==> config.mk <==
export PLATFORM = sky130hd
export DESIGN_NAME = vshift_seq
export DESIGN_NICKNAME = d
export VERILOG_FILES = /design/src/rtl/vshift_seq.sv
export SDC_FILE = /design/constraint.sdc
export NUM_CORES = 1
export LEC_CHECK = 0
export ABC_AREA = 1
export BUFFER_PORTS_ARGS = -buffer_cell sky130_fd_sc_hd__buf_2
export CAP_MARGIN = 20
export CORE_ASPECT_RATIO = 1.4
export CORE_MARGIN = 10
export CORE_UTILIZATION = 35
export CTS_BUF_LIST = sky130_fd_sc_hd__clkbuf_4 sky130_fd_sc_hd__clkbuf_8
export CTS_CLUSTER_DIAMETER = 80
export DETAILED_ROUTE_END_ITERATION = 12
export MAX_ROUTING_LAYER = met4
export PLACE_DENSITY = 0.64
export SETUP_SLACK_MARGIN = 0.4
export SYNTH_ARGS = -nofsm -noshare
export SYNTH_HDL_FRONTEND = slang
export SYNTH_SLANG_ARGS = --single-unit
==> constraint.sdc <==
create_clock -name clk -period 2.25 [get_ports clk]
set_input_delay 0.3375 -clock clk [delete_from_list [all_inputs] [get_ports clk]]
set_output_delay 0.3375 -clock clk [all_outputs]
set_load 0.01 [all_outputs]
==> src/rtl/vshift_seq.sv <==
// vshift_seq: sequential vector shifter, one element per cycle.
//
// A request is latched in IDLE. EXEC then produces one element per clock. DONE holds the
// result until the consumer takes it.
// Ops: 00 SLL, 01 SRL, 10 SRA, 11 SRL. The shift amount comes from the low log2(ELEN) bits
// of in_rs1 (in_vx=1) or of vs1 element idx (in_vx=0).
//
// Optional feature: define VSHIFT_MASK_EN to add in_mask/in_vd_old. When it is defined, a
// masked-off element keeps its vd_old value but still uses one EXEC cycle.
//
// Ports:
//   clk, rst_n            clock, synchronous active-low reset
//   in_valid/in_ready     request handshake (in_ready high only in IDLE)
//   in_op, in_vx          operation and scalar/vector amount select
//   in_vs2, in_vs1        source elements and per-element shift amounts
//   in_rs1                scalar shift amount
//   in_mask, in_vd_old    element enables and prior destination (VSHIFT_MASK_EN only)
//   out_valid/out_ready   result handshake; out_vd is the result vector
//   busy                  high whenever the FSM is not in IDLE
module vshift_seq #(
  parameter int unsigned ELEN     = 32,
  parameter int unsigned NUM_ELEM = 4
) (
  input  logic                     clk,
  input  logic                     rst_n,
  input  logic                     in_valid,
  output logic                     in_ready,
  input  logic [1:0]               in_op,
  input  logic                     in_vx,
  input  logic [ELEN*NUM_ELEM-1:0] in_vs2,
  input  logic [ELEN*NUM_ELEM-1:0] in_vs1,
  input  logic [ELEN-1:0]          in_rs1,
`ifdef VSHIFT_MASK_EN
  input  logic [NUM_ELEM-1:0]      in_mask,
  input  logic [ELEN*NUM_ELEM-1:0] in_vd_old,
`endif
  output logic                     out_valid,
  input  logic                     out_ready,
  output logic [ELEN*NUM_ELEM-1:0] out_vd,
  output logic                     busy
);

  localparam int unsigned VLEN = ELEN * NUM_ELEM;
  localparam int unsigned ShW  = $clog2(ELEN);
  localparam int unsigned CntW = (NUM_ELEM > 1) ? $clog2(NUM_ELEM) : 1;
  localparam logic [CntW-1:0] LastCnt = CntW'(NUM_ELEM - 1);

  typedef enum logic [1:0] {StIdle, StExec, StDone} state_e;

  state_e            state_q, state_d;
  logic [CntW-1:0]   cnt_q, cnt_d;
  logic [VLEN-1:0]   vd_q, vd_d;
  logic [1:0]        op_q;
  logic              vx_q;
  logic [VLEN-1:0]   vs2_q, vs1_q;
  logic [ELEN-1:0]   rs1_q;
  logic              load;
`ifdef VSHIFT_MASK_EN
  logic [NUM_ELEM-1:0] mask_q;
  logic [VLEN-1:0]     vd_old_q;
`endif

  // Only the low ShW bits of each amount take part in the shift.
  logic unused_amt_hi;
  assign unused_amt_hi = ^{vs1_q, rs1_q};

  // Datapath for the element selected by the counter.
  int unsigned       idx;
  logic [ELEN-1:0]   elem, res;
  logic signed [ELEN-1:0] sra_res;
  logic [ShW-1:0]    amt;

  always_comb begin
    idx     = 32'(cnt_q);
    elem    = vs2_q[idx*ELEN +: ELEN];
    amt     = vx_q ? rs1_q[ShW-1:0] : vs1_q[idx*ELEN +: ShW];
    sra_res = $signed(elem) >>> amt;
    unique case (op_q)
      2'b00:   res = elem << amt;
      2'b10:   res = sra_res;
      default: res = elem >> amt;
    endcase
`ifdef VSHIFT_MASK_EN
    if (!mask_q[idx]) res = vd_old_q[idx*ELEN +: ELEN];
`endif
  end

  // Next-state logic.
  always_comb begin
    state_d = state_q;
    cnt_d   = cnt_q;
    vd_d    = vd_q;
    load    = 1'b0;
    unique case (state_q)
      StIdle: begin
        if (in_valid) begin
          load    = 1'b1;
          cnt_d   = '0;
          state_d = StExec;
        end
      end
      StExec: begin
        vd_d[idx*ELEN +: ELEN] = res;
        if (cnt_q == LastCnt) begin
          cnt_d   = '0;
          state_d = StDone;
        end else begin
          cnt_d = cnt_q + 1'b1;
        end
      end
      StDone: begin
        if (out_ready) state_d = StIdle;
      end
      default: state_d = StIdle;
    endcase
  end

  always_ff @(posedge clk) begin
    if (!rst_n) begin
      state_q  <= StIdle;
      cnt_q    <= '0;
      vd_q     <= '0;
      op_q     <= '0;
      vx_q     <= 1'b0;
      vs2_q    <= '0;
      vs1_q    <= '0;
      rs1_q    <= '0;
`ifdef VSHIFT_MASK_EN
      mask_q   <= '0;
      vd_old_q <= '0;
`endif
    end else begin
      state_q <= state_d;
      cnt_q   <= cnt_d;
      vd_q    <= vd_d;
      if (load) begin
        op_q     <= in_op;
        vx_q     <= in_vx;
        vs2_q    <= in_vs2;
        vs1_q    <= in_vs1;
        rs1_q    <= in_rs1;
`ifdef VSHIFT_MASK_EN
        mask_q   <= in_mask;
        vd_old_q <= in_vd_old;
`endif
      end
    end
  end

  assign in_ready  = (state_q == StIdle);
  assign out_valid = (state_q == StDone);
  assign busy      = (state_q != StIdle);
  assign out_vd    = vd_q;

endmodule

==> results of run 1 <==
path summary, 6_finish.rpt:
kind | to | slack [ps] | cells past startpoint
max | out_vd[101] | -370 | 20
min | vs2_q[127] | 10 | 3
max reg2reg | out_vd[101] | -370 | 20
min reg2reg | vs2_q[69] | 450 | 2
report_power, final:
part           switching, µW  total [µW]  internal [µW]
clock                   2170        4970           2800
combinational           5320        8780           3460
sequential               172        5570           5390
total                   7660       19300          11700
critical path, stage by stage (launching register included):
cell	delay, ps
dfxtp_4	440
buf_6	130
inv_6	40
nand2_4	60
nand3_4	80
nand3_4	110
nand2_8	110
buf_12	160
buf_4	150
nand2_2	90
nand3_1	120
nand2_1	120
nand2_1	70
nand2_2	90
nor2_1	50
o21ai_1	160
buf_4	160
nand2_2	70
nor2_4	110
nand3_1	80
a21oi_1	120
repair_timing:
action	CTS	global route
endpoints found under the setup margin	129	129
gates cloned	8	9
pin swaps	35	57
resized for setup	181	177
hold buffers	91	1
hold endpoints to repair	91	1
buffers inserted	22	16
state kept, by name, summed over array words and instances (netlist names):
register / count
state_q: 2
vs2_q: 128
vx_q: 1
op_q: 2
cnt_q: 2
vs1_q: 20
out_vd: 128
rs1_q: 5
per-stage QoR:
step                hold slack [ps]  cells  TNS (ps)  cell area (µm²)  power (µW)
floorplan                       424   2455         0            15900        9570
global placement                444   3349    -40190            19300       12600
detailed placement              448   3349    -44240            19300       12700
CTS                            2.28   3552    -33070            22300       18600
global route                   20.9   3578    -53390            23300       20200
finish                         9.63   3578    -35920            23300       19300
synthesized netlist by cell type, types with 6 or more instances:
library cell	n	area share
nand4_1	65	0.026
clkbuf_1	117	0.028
inv_1	70	0.017
buf_1	6	0.0014
inv_2	12	0.0029
o211ai_1	8	0.0038
nor2_2	28	0.011
buf_4	13	0.0063
o21ai_0	173	0.055
nand2_1	632	0.15
buf_2	42	0.013
buf_6	12	0.0087
nand2_2	9	0.0036
a21oi_1	181	0.058
dfxtp_1	288	0.37
o21ai_1	29	0.0093
nor2_1	318	0.077
nand3_1	414	0.13
per-layer routing:
metal	up-vias	track usage	wire length [µm]
li1	9232	-	-
met2	682	0.448	36000
met1	8812	0.278	27400
met3	155	0.0344	3820
met5	-	-	0
met4	0	0.0930	3120
area by class of cell:
class,instances,area share
clock buffers,69,0.0367
multi-input cells,1892,0.430
well taps,558,0.0299
clock inverters,13,0.00724
repair buffers,672,0.233
flip-flops and latches,288,0.248
repair inverters,1,0.000376
inverters,85,0.0151
logic make-up after synthesis:
logic type      after synthesis
simple gates               1481
flops                       288
fa+ha+maj                     5
buf+inv                     277
compound gates              404
cell usage in the layout, fill, tap and decap left out, types with 25 or more instances in the layout:
master,instances
buf_2,289
nor2_1,306
dlygate4sd3_1,92
o21ai_0,165
nand4_1,65
o21ai_1,25
nand3_1,283
buf_4,211
inv_1,62
nand3_2,122
nand2_1,531
buf_12,44
dfxtp_1,286
a21oi_1,158
nand2_2,97
clkbuf_8,54
==> impl_metrics.yaml, run 1 <==
outcome:
  status: "finished with violations"
  violations: "negative setup slack"
worst_setup_path:
  path_max_fanout: 7
  start_kind: "flop"
  cp_data_arrival_time_ps: 3150
  startpoint: "cnt_q[0]"
  r2r_start: "cnt_q[0]"
  crit_path_end_kind: "flop"
  required_ps: 2780
  critPathKind: "flop to flop"
die:
  die_x_um: 198
  die-area_mm2: 0.0535
  start_util: 0.354
  rows: 91
  die_h_um: 270
  io_pins: 426
  core_area_mm2: 0.0441
logic_synthesis:
  async_flop_share: 0
  synth_compound_area_frac: 0.134
  synth_warnings: 0
  avgSynthCellArea_um2: 6.36
  syn_nets: 2755
  netlist_area_mm2: 0.0156
  postSynthCellCount: 2455
  ys_ff_latch: 288
  synthMuxAreaShare: 0
  ys_types: 38
  synth_edf_count: 0
  synth-simple-area-share: 0.412
  synth_top_family_by_area: "simple AND/OR/NAND/NOR gates"
  synth_xor_area_frac: 0
  synth_adder_area_share: 0.00401
  synthFlopType: "dfxtp_1"
  ys_seq_area_frac: 0.370
cts:
  clkLatencyLatePin_ps: 620
  clock_sinks: 288
  root_buffer: "clkbuf_8"
  cts_tree: "done"
  cts-htree-levels: 2
  cts_buffers: 45
  path_clk_slew_ps: 70
  clockBufferDepth: 3
drt:
  drc: 0
  routedWlPerCell_um: 19.7
  vias: 18900
  vias_per_cell: 5.28
  dr.pass1.iters: 8
  ant_nets: 0
  first_iter_violations: 1108
  routed_wl_mm: 70.3
finish:
  final_nets: 3285
  n_fill_cell: 4338
  regArea_mm2: 0.00577
  multi_input_area_mm2: 0.0100
  final_util: 0.529
  syn2layout_area_growth_pct: 49.5
  diodes: 0
  drive_above_1_share: 0.341
placed_design:
  port_buffers: 290
  gp_congestion: 0.958
  dpl.hpwl_mm: 51.0
  preCtsSetupSlack_ps: -548
power_and_ir_drop:
  leakage_uw: 0.0105
  ir_worst_vdd_uv: 455
  power-per-cell-area_mw_per_mm2: 828
global_route:
  grt_pass1_vias: 18500
  grt_pass1_wl_mm: 105
  grt_max_degree: 159
  gr-total-overflow: 0
  grt_use_total: 0.252
  antenna_found_initial: 0
timing:
  rsz0062_at_grt: "yes"
  final-setup-viol-count: 128
  worst_slew_pin_slew_ps: 575
  finalWorstSetupSlack_ps: -371
  finalClockSkew_ps: 34.4
  hold_violations: 0
  slew_headroom: 0.616
  max_freq_ghz: 0.382
  drv_slew: 0
  period_minus_slack_ps: 2620
  finalCritPeriodShare: 1.16
flow_run:
  max_cap_viol_count: 0
min_path:
  worstHoldPathType: "primary input to flop"
  min_from: "in_vs2[127]"
Power figures use the tool's default switching activity.
==> run 2: changes to the inputs <==
==> constraint.sdc (replaced) <==
create_clock -name clk -period 2.25 [get_ports clk]
set_input_delay 0.1125 -clock clk [delete_from_list [all_inputs] [get_ports clk]]
set_output_delay 0.1125 -clock clk [all_outputs]
set_load 0.01 [all_outputs]
==> impl_metrics.yaml, run 2 (synthesis results as in run 1) <==
outcome:
  status: "finished with violations"
  violations: "negative setup slack"
global_route:
  grt_max_degree: 153
  antenna_found_initial: 2
  gr-total-overflow: 0
  grt_use_total: 0.270
  grt_pass1_vias: 19300
  grt_pass1_wl_mm: 111
worst_setup_path:
  path_max_fanout: 8
  r2r_cells: 18
  cp_slowest_cell: "dfxtp_4"
  cp.depth: 18
  crit_chain: "clkinv_8 > buf_8 > o21ai_2 > o211ai_2 > nand2_4 > buf_6 > inv_6 > buf_12 > buf_6 > nand3_2 > nand3_1 > nand3_1 > nand2_1 > inv_1 > nand2_1 > nor2_4 > nand4_1 > a21oi_2"
  cp_data_arrival_time_ps: 3160
  critPathKind: "flop to flop"
  required_ps: 2780
  start_kind: "flop"
  crit_path_end_kind: "flop"
  cp.buffers_inverters: 7
  cpLargestDelayFamily: "simple AND/OR/NAND/NOR gates"
  max_stage_delay_ps: 440
power_and_ir_drop:
  swShare: 0.404
  leakage_uw: 0.0109
  p_seq_frac: 0.279
  cell_internal_pwr_uw: 11900
  ir_worst_vdd_uv: 568
  power_switching_uw: 8060
  power-per-cell-area_mw_per_mm2: 808
  pwr-share-clk: 0.238
  comb_power_share: 0.483
min_path:
  worstHoldPathType: "primary input to flop"
  whs_path_depth: 4
timing:
  fin_hold_ws_ps: 114
  drv_slew: 0
  finalSetupTns_ps: -33230
  hold_violations: 0
  finalCritPeriodShare: 1.17
  finalClockSkew_ps: 30.0
  worst_slew_pin_slew_ps: 821
  period_minus_slack_ps: 2630
  finalWorstSetupSlack_ps: -381
  rsz0062_at_grt: "yes"
  max_freq_ghz: 0.380
  final-setup-viol-count: 128
  slew_headroom: 0.453
cts:
  clock_sinks: 288
  clkLatencyLatePin_ps: 610
  path_clk_slew_ps: 70
  cts_buffers: 45
  cts_tree: "done"
  clockBufferDepth: 3
  cts-htree-levels: 2
  root_buffer: "clkbuf_8"
drt:
  vias: 19400
  dr.pass1.iters: 6
  drc: 0
  first_iter_violations: 1037
  routedWlPerCell_um: 20.4
  routed_wl_mm: 74.5
  vias_per_cell: 5.33
  ant_nets: 0
finish:
  final_util: 0.561
  mostFrequentLayoutCells: "nand2_1, nor2_1, buf_2"
  syn2layout_area_growth_pct: 58.4
  drive_above_1_share: 0.368
  final_common_cell: "nand2_1"
  final_nets: 3351
die:
  rows: 91
  die_x_um: 198
  die-area_mm2: 0.0535
  start_util: 0.354
  core_area_mm2: 0.0441
  die_h_um: 270
  io_pins: 426
placed_design:
  gp_congestion: 0.983
  port_buffers: 290
  preCtsSetupSlack_ps: -506
  dpl.hpwl_mm: 51.0
flow_run:
  max_cap_viol_count: 0
run 2: area by class of cell:
cell class | count | area (µm²)
inverters | 85 | 352
fillers | 4073 | 19400
clock inverters | 9 | 88.8
repair buffers | 740 | 6300
multi-input cells | 1891 | 10600
diodes | 2 | 5.00
well taps | 558 | 698
flip-flops and latches | 288 | 5770
clock buffers | 71 | 883
run 2: worst reg2reg max path, delay by kind of cell, from the launching register on:
kind	cells	cell delay, ps
AOI/OAI and AO/OA	3	400
buffers and inverters	7	770
DFF	1	440
and+or+nand+nor	8	960
run 2: per-stage QoR:
stage	instances	power, µW	instance area (µm²)
finish	3644	20000	24700
floorplan	2455	9570	15900
global route	3644	20900	24700
detailed placement	3351	12700	19300
global placement	3351	12700	19300
CTS	3621	19000	23500
run 2: metal layers:
metal | vias to the layer above | part of all wire | GRT usage
met5 | - | 0 | -
met4 | 0 | 0.052 | 0.122
met3 | 191 | 0.056 | 0.0411
met2 | 733 | 0.51 | 0.476
met1 | 9142 | 0.38 | 0.290
li1 | 9373 | - | -
run 2: path summary, 6_finish.rpt:
kind              startpoint          end  slack (ps)
setup / recovery    cnt_q[0]  out_vd[114]        -380
hold / removal      in_valid      op_q[0]         110
setup reg to reg    cnt_q[0]  out_vd[114]        -380
hold reg to reg     vs2_q[0]     vs2_q[0]         460
run 2: power groups by stage:
stage               Combinational [µW]  Sequential [µW]  Clock (µW)
floorplan                         3930             5640           0
detailed placement                7060             5670           0
global route                     10300             5590        5040
finish                            9650             5570        4750
CTS                               8640             5560        4810
global placement                  7050             5660           0
run 2: what timing repair did:
action                                  CTS  global route
endpoints found under the hold margin   159             0
endpoints found under the setup margin  129           130
pin swaps                                76           101
gates resized for setup                 278           235
hold buffers                            158             0
gates cloned                             12             7
setup buffers                            20            14
